File: config.mk
export PLATFORM = sky130hd
export DESIGN_NAME = bcd_serial_subtractor
export DESIGN_NICKNAME = d
export VERILOG_FILES = /design/src/rtl/bcd_serial_subtractor.sv
export SDC_FILE = /design/constraint.sdc
export NUM_CORES = 1
export LEC_CHECK = 0
export BUFFER_PORTS_ARGS = -buffer_cell sky130_fd_sc_hd__buf_4
export CORE_MARGIN = 2
export CORE_UTILIZATION = 50
export DETAILED_ROUTE_END_ITERATION = 6
export GPL_TIMING_DRIVEN = 1
export PLACE_DENSITY = 0.74
export SKIP_CTS_REPAIR_TIMING = 1
export SYNTH_ARGS = -nofsm -noshare
export SYNTH_HDL_FRONTEND = slang
export SYNTH_SLANG_ARGS = --single-unit
File: constraint.sdc
create_clock -name clk -period 2.6 [get_ports clk]
set_input_delay 0.39 -clock clk [delete_from_list [all_inputs] [get_ports clk]]
set_output_delay 0.39 -clock clk [all_outputs]
set_load 0.02 [all_outputs]
File: src/rtl/bcd_serial_subtractor.sv
`default_nettype none
// ============================================================================
// Module   : bcd_serial_subtractor
// Purpose  : Digit-serial packed-BCD subtractor, DIFF = A - B, one digit per
//            clock, least-significant digit first, start/busy/done handshake.
// Revision : 1.0 - initial release
// ============================================================================
module bcd_serial_subtractor #(
    parameter int NDIG = 4
) (
    input  logic              clk,
    input  logic              rst_n,
    input  logic              start_i,
    input  logic [4*NDIG-1:0] a_i,
    input  logic [4*NDIG-1:0] b_i,
    output logic              busy_o,
    output logic              done_o,
    output logic [4*NDIG-1:0] diff_o,
    output logic              borrow_o,
    output logic              invalid_o
);

    localparam int W  = 4 * NDIG;
    localparam int CW = (NDIG > 1) ? $clog2(NDIG) : 1;
    localparam logic [CW-1:0] CNT_LAST = CW'(NDIG - 1);

    typedef enum logic [1:0] {
        S_IDLE = 2'd0,
        S_RUN  = 2'd1,
        S_DONE = 2'd2
    } state_t;

    state_t          state_q;
    logic [W-1:0]    a_q;
    logic [W-1:0]    b_q;
    logic [W-1:0]    diff_q;
    logic [CW-1:0]   cnt_q;
    logic            brw_q;
    logic            borrow_q;
    logic            invalid_q;
    logic            done_q;
    logic            busy_q;

    logic            bad_digit;
    logic signed [4:0] sub_t;
    logic [3:0]      dig_d;
    logic            brw_d;
    logic [W-1:0]    diff_sh;
    logic [W-1:0]    a_sh;
    logic [W-1:0]    b_sh;

    always_comb begin
        bad_digit = 1'b0;
        for (int k = 0; k < NDIG; k++) begin
            if ((a_i[4*k +: 4] > 4'd9) || (b_i[4*k +: 4] > 4'd9)) begin
                bad_digit = 1'b1;
            end
        end
    end

    // Negative partial difference wraps back into 0..9 by adding ten.
    always_comb begin
        sub_t = $signed({1'b0, a_q[3:0]}) - $signed({1'b0, b_q[3:0]})
              - $signed({4'b0000, brw_q});
        brw_d = sub_t[4];
        dig_d = brw_d ? (sub_t[3:0] + 4'd10) : sub_t[3:0];
    end

    // Result digits enter at the top so digit 0 lands at [3:0] after NDIG steps.
    if (NDIG > 1) begin : g_multi
        assign diff_sh = {dig_d, diff_q[W-1:4]};
        assign a_sh    = {4'd0, a_q[W-1:4]};
        assign b_sh    = {4'd0, b_q[W-1:4]};
    end else begin : g_single
        assign diff_sh = dig_d;
        assign a_sh    = '0;
        assign b_sh    = '0;
    end

    always_ff @(posedge clk or negedge rst_n) begin
        if (!rst_n) begin
            state_q   <= S_IDLE;
            a_q       <= '0;
            b_q       <= '0;
            diff_q    <= '0;
            cnt_q     <= '0;
            brw_q     <= 1'b0;
            borrow_q  <= 1'b0;
            invalid_q <= 1'b0;
            done_q    <= 1'b0;
            busy_q    <= 1'b0;
        end else begin
            done_q <= 1'b0;
            case (state_q)
                S_IDLE: begin
                    if (start_i) begin
                        a_q       <= a_i;
                        b_q       <= b_i;
                        diff_q    <= '0;
                        borrow_q  <= 1'b0;
                        invalid_q <= bad_digit;
                        cnt_q     <= '0;
                        brw_q     <= 1'b0;
                        if (bad_digit) begin
                            state_q <= S_DONE;
                        end else begin
                            state_q <= S_RUN;
                            busy_q  <= 1'b1;
                        end
                    end
                end
                S_RUN: begin
                    diff_q <= diff_sh;
                    a_q    <= a_sh;
                    b_q    <= b_sh;
                    brw_q  <= brw_d;
                    if (cnt_q == CNT_LAST) begin
                        borrow_q <= brw_d;
                        busy_q   <= 1'b0;
                        state_q  <= S_DONE;
                    end else begin
                        cnt_q <= cnt_q + CW'(1);
                    end
                end
                S_DONE: begin
                    done_q  <= 1'b1;
                    state_q <= S_IDLE;
                end
                default: begin
                    state_q <= S_IDLE;
                    busy_q  <= 1'b0;
                end
            endcase
        end
    end

    assign busy_o    = busy_q;
    assign done_o    = done_q;
    assign diff_o    = diff_q;
    assign borrow_o  = borrow_q;
    assign invalid_o = invalid_q;

endmodule
`default_nettype wire

# ---- Word level (Yosys, flattened, before mapping)
# Index checks and enable logic that the tools add are counted.
dict set report op_classes {
  magnitude_cmp 8
  n_addsub 4
  n_reduce_logical 12
  mux 27
  bitwise 1
  n_eq_ne 7
  multipliers 0
  div 0
  shift 0
}
# op n
set ops {}
lappend ops {{one-hot mux 16 bit (2 select lines)} 3}
lappend ops {{two-way mux 16 bit} 3}
lappend ops {{greater-than comparator 4 bit, second input constant} 8}
lappend ops {{two-way mux 1 bit} 10}
lappend ops {{two-way mux 2 bit} 5}
lappend ops {{!= test 2 bit, second input constant} 4}
lappend ops {{one-hot mux 2 bit (2 select lines)} 2}
lappend ops {{AND reduction 2 bit} 3}
lappend ops {{AND reduction 3 bit} 2}
lappend ops {{subtractor 4 x 4 -> 5 bit} 1}
lappend ops {{subtractor 5 x 2 -> 5 bit} 1}
lappend ops {{adder 4 bit, second input constant} 1}
lappend ops {{== test 2 bit, second input constant} 2}
lappend ops {{logical OR 1 bit} 4}
lappend ops {{two-way mux 4 bit} 1}
lappend ops {{one-hot mux 1 bit (2 select lines)} 2}
lappend ops {{AND reduction 4 bit} 1}
lappend ops {{one-hot mux 1 bit (3 select lines)} 1}
lappend ops {{adder 2 x 1 -> 2 bit, second input constant} 1}
lappend ops {{== test 2 x 1 -> 1 bit, second input constant} 1}
lappend ops {{zero test 2 bit} 1}
lappend ops {{nonzero test 2 bit} 1}
lappend ops {{NOT 1 bit} 1}
dict set report totals {
  inputBits 35
  ramBits 0
  romBits 0
  latch_bits 0
  memories 0
  register_bits 57
}

# ---- Logic depth before layout (Yosys ltp)
dict set report logic_depth {
  ltp_word 9
  depth_mapped 9
}

# ---- Least setup slack after synthesis
# No wires, ideal clock.
dict set report synth_timing {
  kind {register to register}
  start {reg a_q[0]}
  end {reg diff_q[15], in the netlist diff_o[15]}
  slack_ns 0.303
  setup_time_ns 0.069
  stages_incl_launch_ff 8
  synth_period_minus_slack_ns 2.297
  t_arrival_ns 2.228
  required_ns 2.531
  cell_sequence {dfrtp_1 > fa_1 > fa_1 > nand2b_1 > a21oi_2 > xnor2_1 > or4_1 > nand3_1}
}
dict set report synth_via {
  elab_chain_cells 5
}
# item line
set synth_rtl {}
lappend synth_rtl {{start: declaration} 34} ;# logic [W-1:0] a_q;
lappend synth_rtl {{start signal: assignment} 97} ;# a_q <= a_i;
lappend synth_rtl {{start signal: assignment} 114} ;# a_q <= a_sh;
lappend synth_rtl {{subtractor 4 x 4 -> 5 bit (*)} 63} ;# sub_t = $signed({1'b0, a_q[3:0]}) - $signed({1'b0, b_q[3:0]})
lappend synth_rtl {{subtractor 5 x 2 -> 5 bit (*)} 64} ;# - $signed({4'b0000, brw_q});
lappend synth_rtl {{adder 4 bit} 66} ;# dig_d = brw_d ? (sub_t[3:0] + 4'd10) : sub_t[3:0];
lappend synth_rtl {{two-way mux 4 bit (*)} 66}
lappend synth_rtl {{one-hot mux 16 bit (2 select lines) (*)} 94} ;# case (state_q)
lappend synth_rtl {{end signal: assignment} 113} ;# diff_q <= diff_sh;
lappend synth_rtl {{end: declaration} 36} ;# logic [W-1:0] diff_q;
# Mark *: on every way between the ends. The rest lies on a longest branch, timed or not.
# A chain may end at the register's enable or synchronous reset.

# ---- Final worst setup path
# Same ends and word-level chain as after synthesis.

==> results_dict.tcl <==
set metrics [dict create \
    numCtsBuffers 9 \
    grt.total_usage 0.195 \
    first_pass_grt_wire_length_mm 8.74 \
    ioPinCount 55 \
    num_vias 1909 \
    globalplace.congestion 0.800 \
    routed_via_density 5.24 \
    final_critical_path_setup_slack_ps 160 \
    internal-power_mw 1.72 \
    clk-insertion-delay-late_ps 330 \
    clock_sinks 57 \
    final_routed_drc_violation_total 0 \
    placed_cells_incl_taps 348 \
    synth.largest_area_cell "dfrtp_1" \
    clock_tree.root_cell "clkbuf_8" \
    post_drt_wl_per_cell_um 14.2 \
    yosysWarnings 0 \
    synth_edf_count 0 \
    final_net_count 334 \
    synthArstFlopShare 1.00 \
    syn2layout_area_growth_pct 26.7 \
    antenna_found_initial 0 \
    synth.cell_area_um2 2600 \
    postSynthNetCount 279 \
    place.detailed.hpwl_mm 3.63 \
    timing.max_cap.violations 0 \
    placement_rows 26 \
    grt-ovfl-total 0 \
    timing.final.hold_violations 0 \
    timing.setup.critical_path_class "reg -> reg" \
    grt_max_degree 60 \
    grt_setup_unrepaired "false" \
    fmaxAchievable_ghz 0.410 \
    vdd_drop_max_uv 419 \
    worst_path_largest_cell_delay_ps 510 \
    final_common_cell "dfrtp_1" \
    yosys-top-cells-area "dfrtp_1 (55%), mux2i_1 (9.6%), o21ai_0 (7.5%), a22o_1 (7.1%), nand2_1 (4.3%)" \
    fin_crit_ps 2440 \
    clock_power_share 0.360 \
    net-switching-power_mw 0.646 \
    clk_pin_slew_ps 60 \
    h-tree-depth 3 \
    floorplan.die.width_um 76.1 \
    diode_insertion_count_for_antenna_repair 0 \
    first_global_vias 1833 \
    final.setup_skew_ps 6.51 \
    synthDistinctLibCells 29 \
    antenna_left 0 \
    core_area_um2 5070 \
    layout_worst_path_cycle_share 0.938 \
    detail_route.iter0.violations 91 \
    area_of_all_placed_cells_without_fillers_um2 3300 \
    critPathSlowestCell "or4_1" \
    floorplan.die_area_um2 5800 \
    pwr_density_cell_nw_per_um2 718 \
    worstSetupStartpointType "flop" \
    power.leakage_nw 1.55 \
    most_common_cell_type_on_the_critical_path "fa_1" \
    finalSetupTns_ps 0 \
    maximum_clock_insertion_buffer_count 2 \
    slew_violations 0 \
    synthCells 234 \
    ys_seq_area_frac 0.548 \
    initial_core_util 0.513 \
    final_cell_mix "dfrtp_1 (57), buf_4 (56), o21ai_0 (39)" \
    critPathCaptureType "flop" \
    netSwitchingFraction 0.273 \
    route.final.wire_length_mm 5.17 \
    max_slew_margin 0.238 \
    p_comb_frac 0.197 \
    min-delay-path-class "in -> async" \
    critPathArrivalTime_ps 2710 \
    stdcell_count 364 \
    run_status "completed" \
    seq_pwr_share 0.443 \
    timing.final.setup_violations 0 \
    critPathMaxFanout 6 \
    detailedRoute.firstPassIterationCount 4 \
    dieHeight_um 76.1 \
    actual_slew_at_the_worst_max_slew_pin_ps 1140 \
    numPortBuffers 54 \
    area_share_of_the_largest_cell_type_after_synthesis 0.548 \
    place_worst_setup_slack_ps 156 \
    cp.required_ps 2870 \
    crit_path_cell_chain "fa_1 > fa_1 > nand2b_1 > a21oi_2 > xnor2_1 > or4_1 > nand3_1" \
    cts_tree "yes" \
    postSynth.topFlopCell "dfrtp_1" \
    dpl_cell_area_um2 3090 \
    ys_ff_latch 57 \
    syn_avg_cell_area_um2 11.1 \
    share_of_post_route_cells_with_drive_strength_above_1 0.259 \
]
==> stage by stage <==
step | hold WS, ps | utilization | total power, mW
finish | 113 | 0.650 | 2.37
global route | 158 | 0.650 | 2.52
CTS | 123 | 0.650 | 2.40
detailed placement | 470 | 0.609 | 1.54
global placement | 460 | 0.609 | 1.51
floorplan | 94.4 | - | 1.37
==> synth_stat cells (2+ instances only) <==
library cell and instances:
ha_1 8, nand4_1 2, xnor2_1 2, a22o_1 21, nand3b_1 2, o21ai_0 39, dfrtp_1 57, buf_1 4
nand2b_1 3, clkbuf_1 5, fa_1 2, nor2b_1 2, nor2_1 7, buf_4 2, inv_1 8, buf_2 2
xor2_1 3, nand2_1 30, mux2i_1 25
==> kinds of logic (layout without fill, tap and decap cells) <==
logic type / after synthesis / in the layout / synth area share
flip-flops: 57 / 57 / 0.548
AO/OA/AOI/OAI: 65 / 65 / 0.161
AND/OR/NAND/NOR: 50 / 50 / 0.0856
XOR/XNOR: 5 / 5 / 0.0168
multiplexers: 26 / 26 / 0.100
adder cells (fa/ha/maj): 10 / 10 / 0.0538
buffers and inverters: 21 / 81 / 0.0341
==> flip-flops by register name (all words and copies together), names as in the netlist <==
register,flops
a_q,16
b_q,16
diff_o,16
cnt_q,2
state_q,2
borrow_o,1
brw_q,1
busy_o,1
done_o,1
invalid_o,1
==> worst max-delay path: cells and delay by family, from the launching register on <==
kind	cells	cell delay, ps
adder cells (fa/ha/maj)	2	890
flip-flops	1	400
XOR/XNOR	1	170
AND/OR/NAND/NOR	3	780
AO/OA/AOI/OAI	1	140
==> worst paths after layout <==
path                                          from                endpoint  slack, ps  cells past startpoint
worst max-delay path            a_q[0]$_DFFE_PN0P_  diff_o[15]$_DFFE_PN0P_        160                      7
worst min-delay path                         rst_n   diff_o[3]$_DFFE_PN0P_        110                      1
worst max register to register  a_q[0]$_DFFE_PN0P_  diff_o[15]$_DFFE_PN0P_        160                      7
worst min register to register  a_q[3]$_DFFE_PN0P_      a_q[3]$_DFFE_PN0P_        480                      2
max in group asynchronous                    rst_n      a_q[8]$_DFFE_PN0P_       2020                      1
min in group clk                           b_i[12]     b_q[12]$_DFFE_PN0P_        280                      2
==> routing by layer <==
| metal | part of all wire | track usage | vias up |
|---|---|---|---|
| met5 | 0 | 0 | - |
| met3 | 0.049 | 0.0628 | 8 |
| met2 | 0.48 | 0.307 | 48 |
| li1 | - | - | 937 |
| met4 | 0.020 | 0.0927 | 0 |
| met1 | 0.45 | 0.247 | 916 |
==> layout make-up <==
cell class | instances | area (µm²)
clock inverter | 2 | 35.0
clock buffer | 14 | 173
inverter | 8 | 30.0
multi-input combinational | 156 | 1110
timing repair buffer | 57 | 440
fill | 434 | 1780
sequential | 57 | 1430
tap | 70 | 87.6
==> power by group through the flow <==
stage | sequential (mW) | clock [mW] | combinational, mW
global placement | 1.06 | 0 | 0.451
CTS | 1.05 | 0.873 | 0.473
finish | 1.05 | 0.853 | 0.467
global route | 1.06 | 0.924 | 0.530
floorplan | 1.07 | 0 | 0.302
detailed placement | 1.07 | 0 | 0.472
(Power assumes the default switching activity.)
